===== src/rtl/data_memory_ws_pkg.sv =====
// ============================================================================
// Module   : data_memory_ws_pkg
// Brief    : Shared FSM states and wait-counter sizing for data_memory_ws.
// Revision : 1.0
// ============================================================================
`default_nettype none

package data_memory_ws_pkg;

    localparam int C_WAIT_MAX = 15;
    localparam int C_CNT_W    = 4;

    typedef enum logic [1:0] {
        ST_IDLE = 2'd0,
        ST_WAIT = 2'd1,
        ST_DONE = 2'd2
    } state_e;

endpackage

`default_nettype wire


===== src/rtl/data_memory_array.sv =====
// ============================================================================
// Module   : data_memory_array
// Brief    : Byte-enabled word storage, synchronous write, asynchronous read.
// Revision : 1.0
// ============================================================================
`default_nettype none

module data_memory_array #(
    parameter int DATA_W = 32,
    parameter int DEPTH  = 64,
    parameter int IDX_W  = $clog2(DEPTH)
) (
    input  logic                clk,
    input  logic                rst,
    input  logic                we_i,
    input  logic [IDX_W-1:0]    waddr_i,
    input  logic [DATA_W-1:0]   wdata_i,
    input  logic [DATA_W/8-1:0] be_i,
    input  logic [IDX_W-1:0]    raddr_i,
    output logic [DATA_W-1:0]   rdata_o
);

    logic [DATA_W-1:0] mem_q [DEPTH];

    // Whole array clears on reset so post-reset reads are deterministic.
    always_ff @(posedge clk) begin
        if (!rst) begin
            for (int w = 0; w < DEPTH; w++) begin
                mem_q[w] <= '0;
            end
        end else if (we_i) begin
            for (int b = 0; b < DATA_W/8; b++) begin
                if (be_i[b]) begin
                    mem_q[waddr_i][b*8 +: 8] <= wdata_i[b*8 +: 8];
                end
            end
        end
    end

    assign rdata_o = mem_q[raddr_i];

endmodule

`default_nettype wire


===== src/rtl/data_memory_ws.sv =====
// ============================================================================
// Module   : data_memory_ws
// Brief    : Wait-state data memory: IDLE -> WAIT -> DONE handshake per access.
//            Optional macro DATA_MEMORY_ERR_EN adds the err port and checking.
// Revision : 1.0
// ============================================================================
`default_nettype none

module data_memory_ws
    import data_memory_ws_pkg::*;
#(
    parameter int DATA_W      = 32,
    parameter int DEPTH       = 64,
    parameter int WAIT_CYCLES = 2
) (
    input  logic                clk,
    input  logic                rst,
    input  logic                req_rd,
    input  logic                req_wr,
    input  logic [31:0]         addr,
    input  logic [DATA_W-1:0]   wdata,
    input  logic [DATA_W/8-1:0] byte_en,
    output logic [DATA_W-1:0]   rdata,
    output logic                ready,
    output logic                busy
`ifdef DATA_MEMORY_ERR_EN
    ,
    output logic                err
`endif
);

    localparam int C_IDX_W = $clog2(DEPTH);
    localparam int C_BE_W  = DATA_W / 8;
    localparam logic [C_CNT_W-1:0] C_WAIT_LOAD =
        C_CNT_W'((WAIT_CYCLES > C_WAIT_MAX) ? C_WAIT_MAX : WAIT_CYCLES);

    state_e              state_q, state_d;
    logic [C_CNT_W-1:0]  cnt_q, cnt_d;
    logic [C_IDX_W-1:0]  idx_q, idx_d;
    logic [DATA_W-1:0]   wdata_q, wdata_d;
    logic [C_BE_W-1:0]   be_q, be_d;
    logic [DATA_W-1:0]   rdata_q, rdata_d;
    logic                wr_q, wr_d;
    logic                aerr_q, aerr_d;
    logic                w_addr_err;
    logic                w_mem_we;
    logic [DATA_W-1:0]   w_mem_rdata;

`ifdef DATA_MEMORY_ERR_EN
    assign w_addr_err = (addr[1:0] != 2'b00) || (addr >= 32'(DEPTH * 4));
`else
    // Bits outside the word index are deliberately ignored so addresses wrap.
    logic w_unused_addr;
    assign w_unused_addr = ^{addr[31:C_IDX_W+2], addr[1:0]};
    assign w_addr_err    = 1'b0;
`endif

    always_ff @(posedge clk) begin
        if (!rst) begin
            state_q <= ST_IDLE;
            cnt_q   <= '0;
            idx_q   <= '0;
            wdata_q <= '0;
            be_q    <= '0;
            rdata_q <= '0;
            wr_q    <= 1'b0;
            aerr_q  <= 1'b0;
        end else begin
            state_q <= state_d;
            cnt_q   <= cnt_d;
            idx_q   <= idx_d;
            wdata_q <= wdata_d;
            be_q    <= be_d;
            rdata_q <= rdata_d;
            wr_q    <= wr_d;
            aerr_q  <= aerr_d;
        end
    end

    always_comb begin
        state_d  = state_q;
        cnt_d    = cnt_q;
        idx_d    = idx_q;
        wdata_d  = wdata_q;
        be_d     = be_q;
        rdata_d  = rdata_q;
        wr_d     = wr_q;
        aerr_d   = aerr_q;
        w_mem_we = 1'b0;
        case (state_q)
            ST_IDLE: begin
                if (req_rd || req_wr) begin
                    idx_d   = addr[C_IDX_W+1:2];
                    wdata_d = wdata;
                    be_d    = byte_en;
                    wr_d    = req_wr;
                    aerr_d  = w_addr_err;
                    cnt_d   = C_WAIT_LOAD;
                    state_d = ST_WAIT;
                end
            end
            ST_WAIT: begin
                // The access commits only on leaving WAIT, so a reset here aborts it.
                if (cnt_q == '0) begin
                    state_d = ST_DONE;
                    if (!aerr_q) begin
                        if (wr_q) begin
                            w_mem_we = 1'b1;
                        end else begin
                            rdata_d = w_mem_rdata;
                        end
                    end
                end else begin
                    cnt_d = cnt_q - 1'b1;
                end
            end
            ST_DONE: state_d = ST_IDLE;
            default: state_d = ST_IDLE;
        endcase
    end

    data_memory_array #(
        .DATA_W (DATA_W),
        .DEPTH  (DEPTH),
        .IDX_W  (C_IDX_W)
    ) u_array (
        .clk     (clk),
        .rst     (rst),
        .we_i    (w_mem_we),
        .waddr_i (idx_q),
        .wdata_i (wdata_q),
        .be_i    (be_q),
        .raddr_i (idx_q),
        .rdata_o (w_mem_rdata)
    );

    assign rdata = rdata_q;
    assign ready = (state_q == ST_DONE);
    assign busy  = (state_q != ST_IDLE);
`ifdef DATA_MEMORY_ERR_EN
    assign err   = (state_q == ST_DONE) && aerr_q;
`endif

endmodule

`default_nettype wire


===== config.mk =====
export PLATFORM = sky130hd
export DESIGN_NAME = data_memory_ws
export DESIGN_NICKNAME = d
export VERILOG_FILES = /design/src/rtl/data_memory_ws_pkg.sv /design/src/rtl/data_memory_array.sv /design/src/rtl/data_memory_ws.sv
export SDC_FILE = /design/constraint.sdc
export NUM_CORES = 2
export LEC_CHECK = 0
export BUFFER_PORTS_ARGS = -buffer_cell sky130_fd_sc_hd__clkbuf_2
export CAP_MARGIN = 0
export CORE_MARGIN = 1
export CORE_UTILIZATION = 30
export CTS_BUF_LIST = sky130_fd_sc_hd__clkbuf_8
export DETAILED_ROUTE_END_ITERATION = 10
export SLEW_MARGIN = 25
export SYNTH_ARGS = -nofsm -noshare
export SYNTH_HDL_FRONTEND = slang
export SYNTH_SLANG_ARGS = --single-unit
export TNS_END_PERCENT = 10

===== constraint.sdc =====
create_clock -name clk -period 4.3 [get_ports clk]
set_input_delay 0.86 -clock clk [delete_from_list [all_inputs] [get_ports clk]]
set_output_delay 0.86 -clock clk [all_outputs]
set_load 0.01 [all_outputs]

==> flow_summary_export.csv <==
group,metric,value,unit
outcome,status,"finished clean",
power,switching_share,0.2794,
critical_path,reg2reg_to,"rdata[9]",
clock_network,postCtsSetupBuffers,0,
logic_synthesis,syn_area,98350,um^2
grt,grt-ovfl-total,0,
sta,hold_viol,0,
power,seqPwrFrac,0.515,
logic_synthesis,synth_nets,7678,
detailed_routing,postRouteWirelength,353800,um
layout,drive_above_1_share,0.1685,
sta,fin_crit,3.712,ns
sta,fin_crit_sh,0.8632,
logic_synthesis,synth_seq_area_share,0.6418,
detailed_routing,wl_per_cell,29.14,um
detailed_routing,antenna_left,0,
sta,finalSetupTns,0,ns
logic_synthesis,yosysTopAreaCell,"edfxtp_1",
logic_synthesis,syn_avg_cell_area,12.93,um^2
logic_synthesis,syn_inst,7605,
clock_network,numCtsBuffers,377,
power,switchingPower,13.10,mW
power,total_power,46.88,mW
clock_network,tritoncts,"yes",
sta,worst_slew_pin_slew,1.162,ns
die,die_h,574.6,um
die,io_pins,106,
layout,fin_area,111400,um^2
critical_path,cp.arrival,4.69,ns
grt,antenna_found_initial,25,
layout,final_common_cell,"and3_1",
die,dieArea,330100,um^2
clock_network,root_buffer,"clkbuf_8",
critical_path,worstSetupPathType,"register to register",
power,p_int,33.78,mW
clock_network,cts_max_level,5,
critical_path,start_kind,"register",
detailed_routing,avgViaCountPerCell,5.739,
detailed_routing,vias,69670,
sta,rsz0062_at_grt,"no",
min_path,worstHoldPathType,"input port to register",
critical_path,reg2reg_slack,0.59,ns
min_path,min_path_cells,3,
critical_path,worstPathRequired,5.28,ns
die,initial_core_util,0.3026,
logic_synthesis,synth_top_flop_cell,"edfxtp_1",
place,dp_hpwl,225900,um
grt,grt_use_total,0.2062,
sta,max_slew_margin,0.2223,
logic_synthesis,ys_top_cells_by_area,"edfxtp_1, and3_1, mux4_2, mux2i_1, nand2_1",
power,clkPwrFrac,0.373,
place,gp_congestion,0.9195,
die,coreArea,325000,um^2
layout,final_cell_mix,"and3_1, edfxtp_1, nand2_1",
power,p_comb_frac,0.112,
logic_synthesis,synth_top_area_frac,0.6253,
power,power.leakage,46.30,nW
grt,grt_pass1_wl,493300,um
power,ir_drop,0.3329,mV
clock_network,insertion_delay,1.13,ns
logic_synthesis,async_reset_ff_frac,0,
grt,grt_pass1_vias,66900,
die,die_width,574.6,um
layout,nets,7591,
sta,slew_viol_final,0,
logic_synthesis,synthDistinctLibCells,65,
logic_synthesis,synth-edff-count,2048,
clock_network,clk_pin_slew,0.06,ns
critical_path,rr_startpoint,"idx_q[2]",
sta,max_freq,0.2694,GHz
min_path,hp-start,"wdata[21]",
critical_path,reg2reg_depth,7,
logic_synthesis,ys_ff_latch,2129,
place,dpl-instance-area,104300,um^2
critical_path,cp-end-kind,"register",
die,row_count,209,
min_path,worstHoldEndpoint,"wdata_q[21]",
detailed_routing,drc,0,
place,port_buffers,79,
logic_synthesis,ys_warn_count,0,
critical_path,crit_path_max_fanout,51,
detailed_routing,drtIter0Drc,11150,
clock_network,clkSinkCount,2129,
grt,grt_max_degree,134,
clock_network,cts_buffer_depth,4,
detailed_routing,drt_first_pass_iters,8,
job,maxCapViolCount,0,
sta,fin_skew,0.08582,ns
sta,finalSetupViolCount,0,
power,powerDensity,420.7,nW/um^2
layout,area_delta_synth_final,13.28,%
-- power by group through the flow --
stage          Sequential (mW)  Clock [mW]  Combinational, mW
2_1_floorplan             24.0           0               2.84
3_3_place_gp              24.5           0               5.04
3_5_place_dp              24.6           0               5.08
4_1_cts                   24.1        17.6               5.11
5_1_grt                   24.2        18.4               5.36
6_report                  24.2        17.5               5.25
-- stage by stage --
stage	std cells	util	worst slack [ns]	hold WS, ns
after global placement	11430	0.3208	0.7696	0.4487
after floorplan	7605	-	1.928	0.4319
after global routing	12140	0.3427	0.6095	0.05687
after CTS	12140	0.3426	0.7653	0.0006178
final	12140	0.3428	0.5881	0.08361
after detailed placement	11430	0.3209	0.7052	0.4516
-- cell families (layout without fill, tap and decap cells) --
kind of cell	after synthesis	in the layout	synth area share
compound gates	898	898	0.06694
other cells	0	4	0
flops	2129	2129	0.6418
buf+inv	1009	1215	0.04391
mux	532	532	0.07618
fa+ha+maj	1	1	0.0001272
xor+xnor	2	2	0.0001781
simple gates	3034	3034	0.1709
-- repair_timing --
action / CTS / global route
hold buffers: 34 / 0
resized for setup: 0 / 0
endpoints found under the hold margin: 34 / 0
-- layer usage --
metal | share of wire | vias up | GRT usage
met4 | 0.068 | 14 | 0.1277
met3 | 0.11 | 809 | 0.04615
met2 | 0.44 | 4481 | 0.3148
li1 | - | 29080 | -
met1 | 0.37 | 35290 | 0.2659
met5 | 0.00027 | - | 0
-- synthesized netlist by cell type (8+ instances only) --
cell	instances
and3_1	2056
edfxtp_1	2048
nand2_1	666
clkbuf_1	639
mux2i_1	312
buf_2	305
a221oi_1	260
a22oi_1	190
nor2_1	184
mux4_2	168
a21oi_1	123
o22ai_1	92
o21ai_0	88
dfxtp_1	81
mux2_2	52
nor3_1	38
buf_1	28
nand3_1	28
buf_4	20
a31oi_1	19
o211ai_1	17
o221a_2	17
nand4_1	16
a22o_1	15
nor2b_1	9
nor4_1	9
o21a_1	9
a221o_1	8
inv_1	8
o221ai_1	8
o22a_1	8
o2bb2ai_1	8
-- registers in the layout, summed over array words and instances (netlist names) --
| signal | count |
|---|---|
| wr_q | 1 |
| be_q | 4 |
| idx_q | 6 |
| state_q | 2 |
| u_array.mem_q | 2048 |
| cnt_q | 4 |
| rdata | 32 |
| wdata_q | 32 |
-- critical path, cell delays in order (launching register included) --
cell and delay, ns:
dfxtp_4 0.70, buf_4 0.74, mux4_2 0.42, mux2i_1 0.39, o22ai_1 0.29, a21oi_1 0.31
o21ai_0 0.30, o221a_2 0.31
-- worst max path at each step --
stage / from / endpoint / slack [ns] / cells past startpoint
3_5_place_dp: rst / u_array.mem_q[42][5] / 0.71 / 7
6_report: idx_q[2] / rdata[9] / 0.59 / 7
4_1_cts: idx_q[2] / rdata[28] / 0.77 / 9
2_1_floorplan: rst / u_array.mem_q[19][10] / 1.93 / 8
5_1_grt: idx_q[2] / rdata[28] / 0.61 / 9
3_3_place_gp: rst / u_array.mem_q[33][5] / 0.77 / 7
-- final cells by class --
| cell class | count | area, um^2 |
|---|---|---|
| diodes | 4 | 10.01 |
| clock buffers | 391 | 5381 |
| clock inverters | 281 | 1349 |
| fillers | 31400 | 213600 |
| inverters | 8 | 37.54 |
| multi-input cells | 4467 | 31220 |
| flip-flops and latches | 2129 | 63190 |
| well taps | 4325 | 5411 |
| repair buffers | 535 | 4817 |
(Power assumes the default switching activity.)
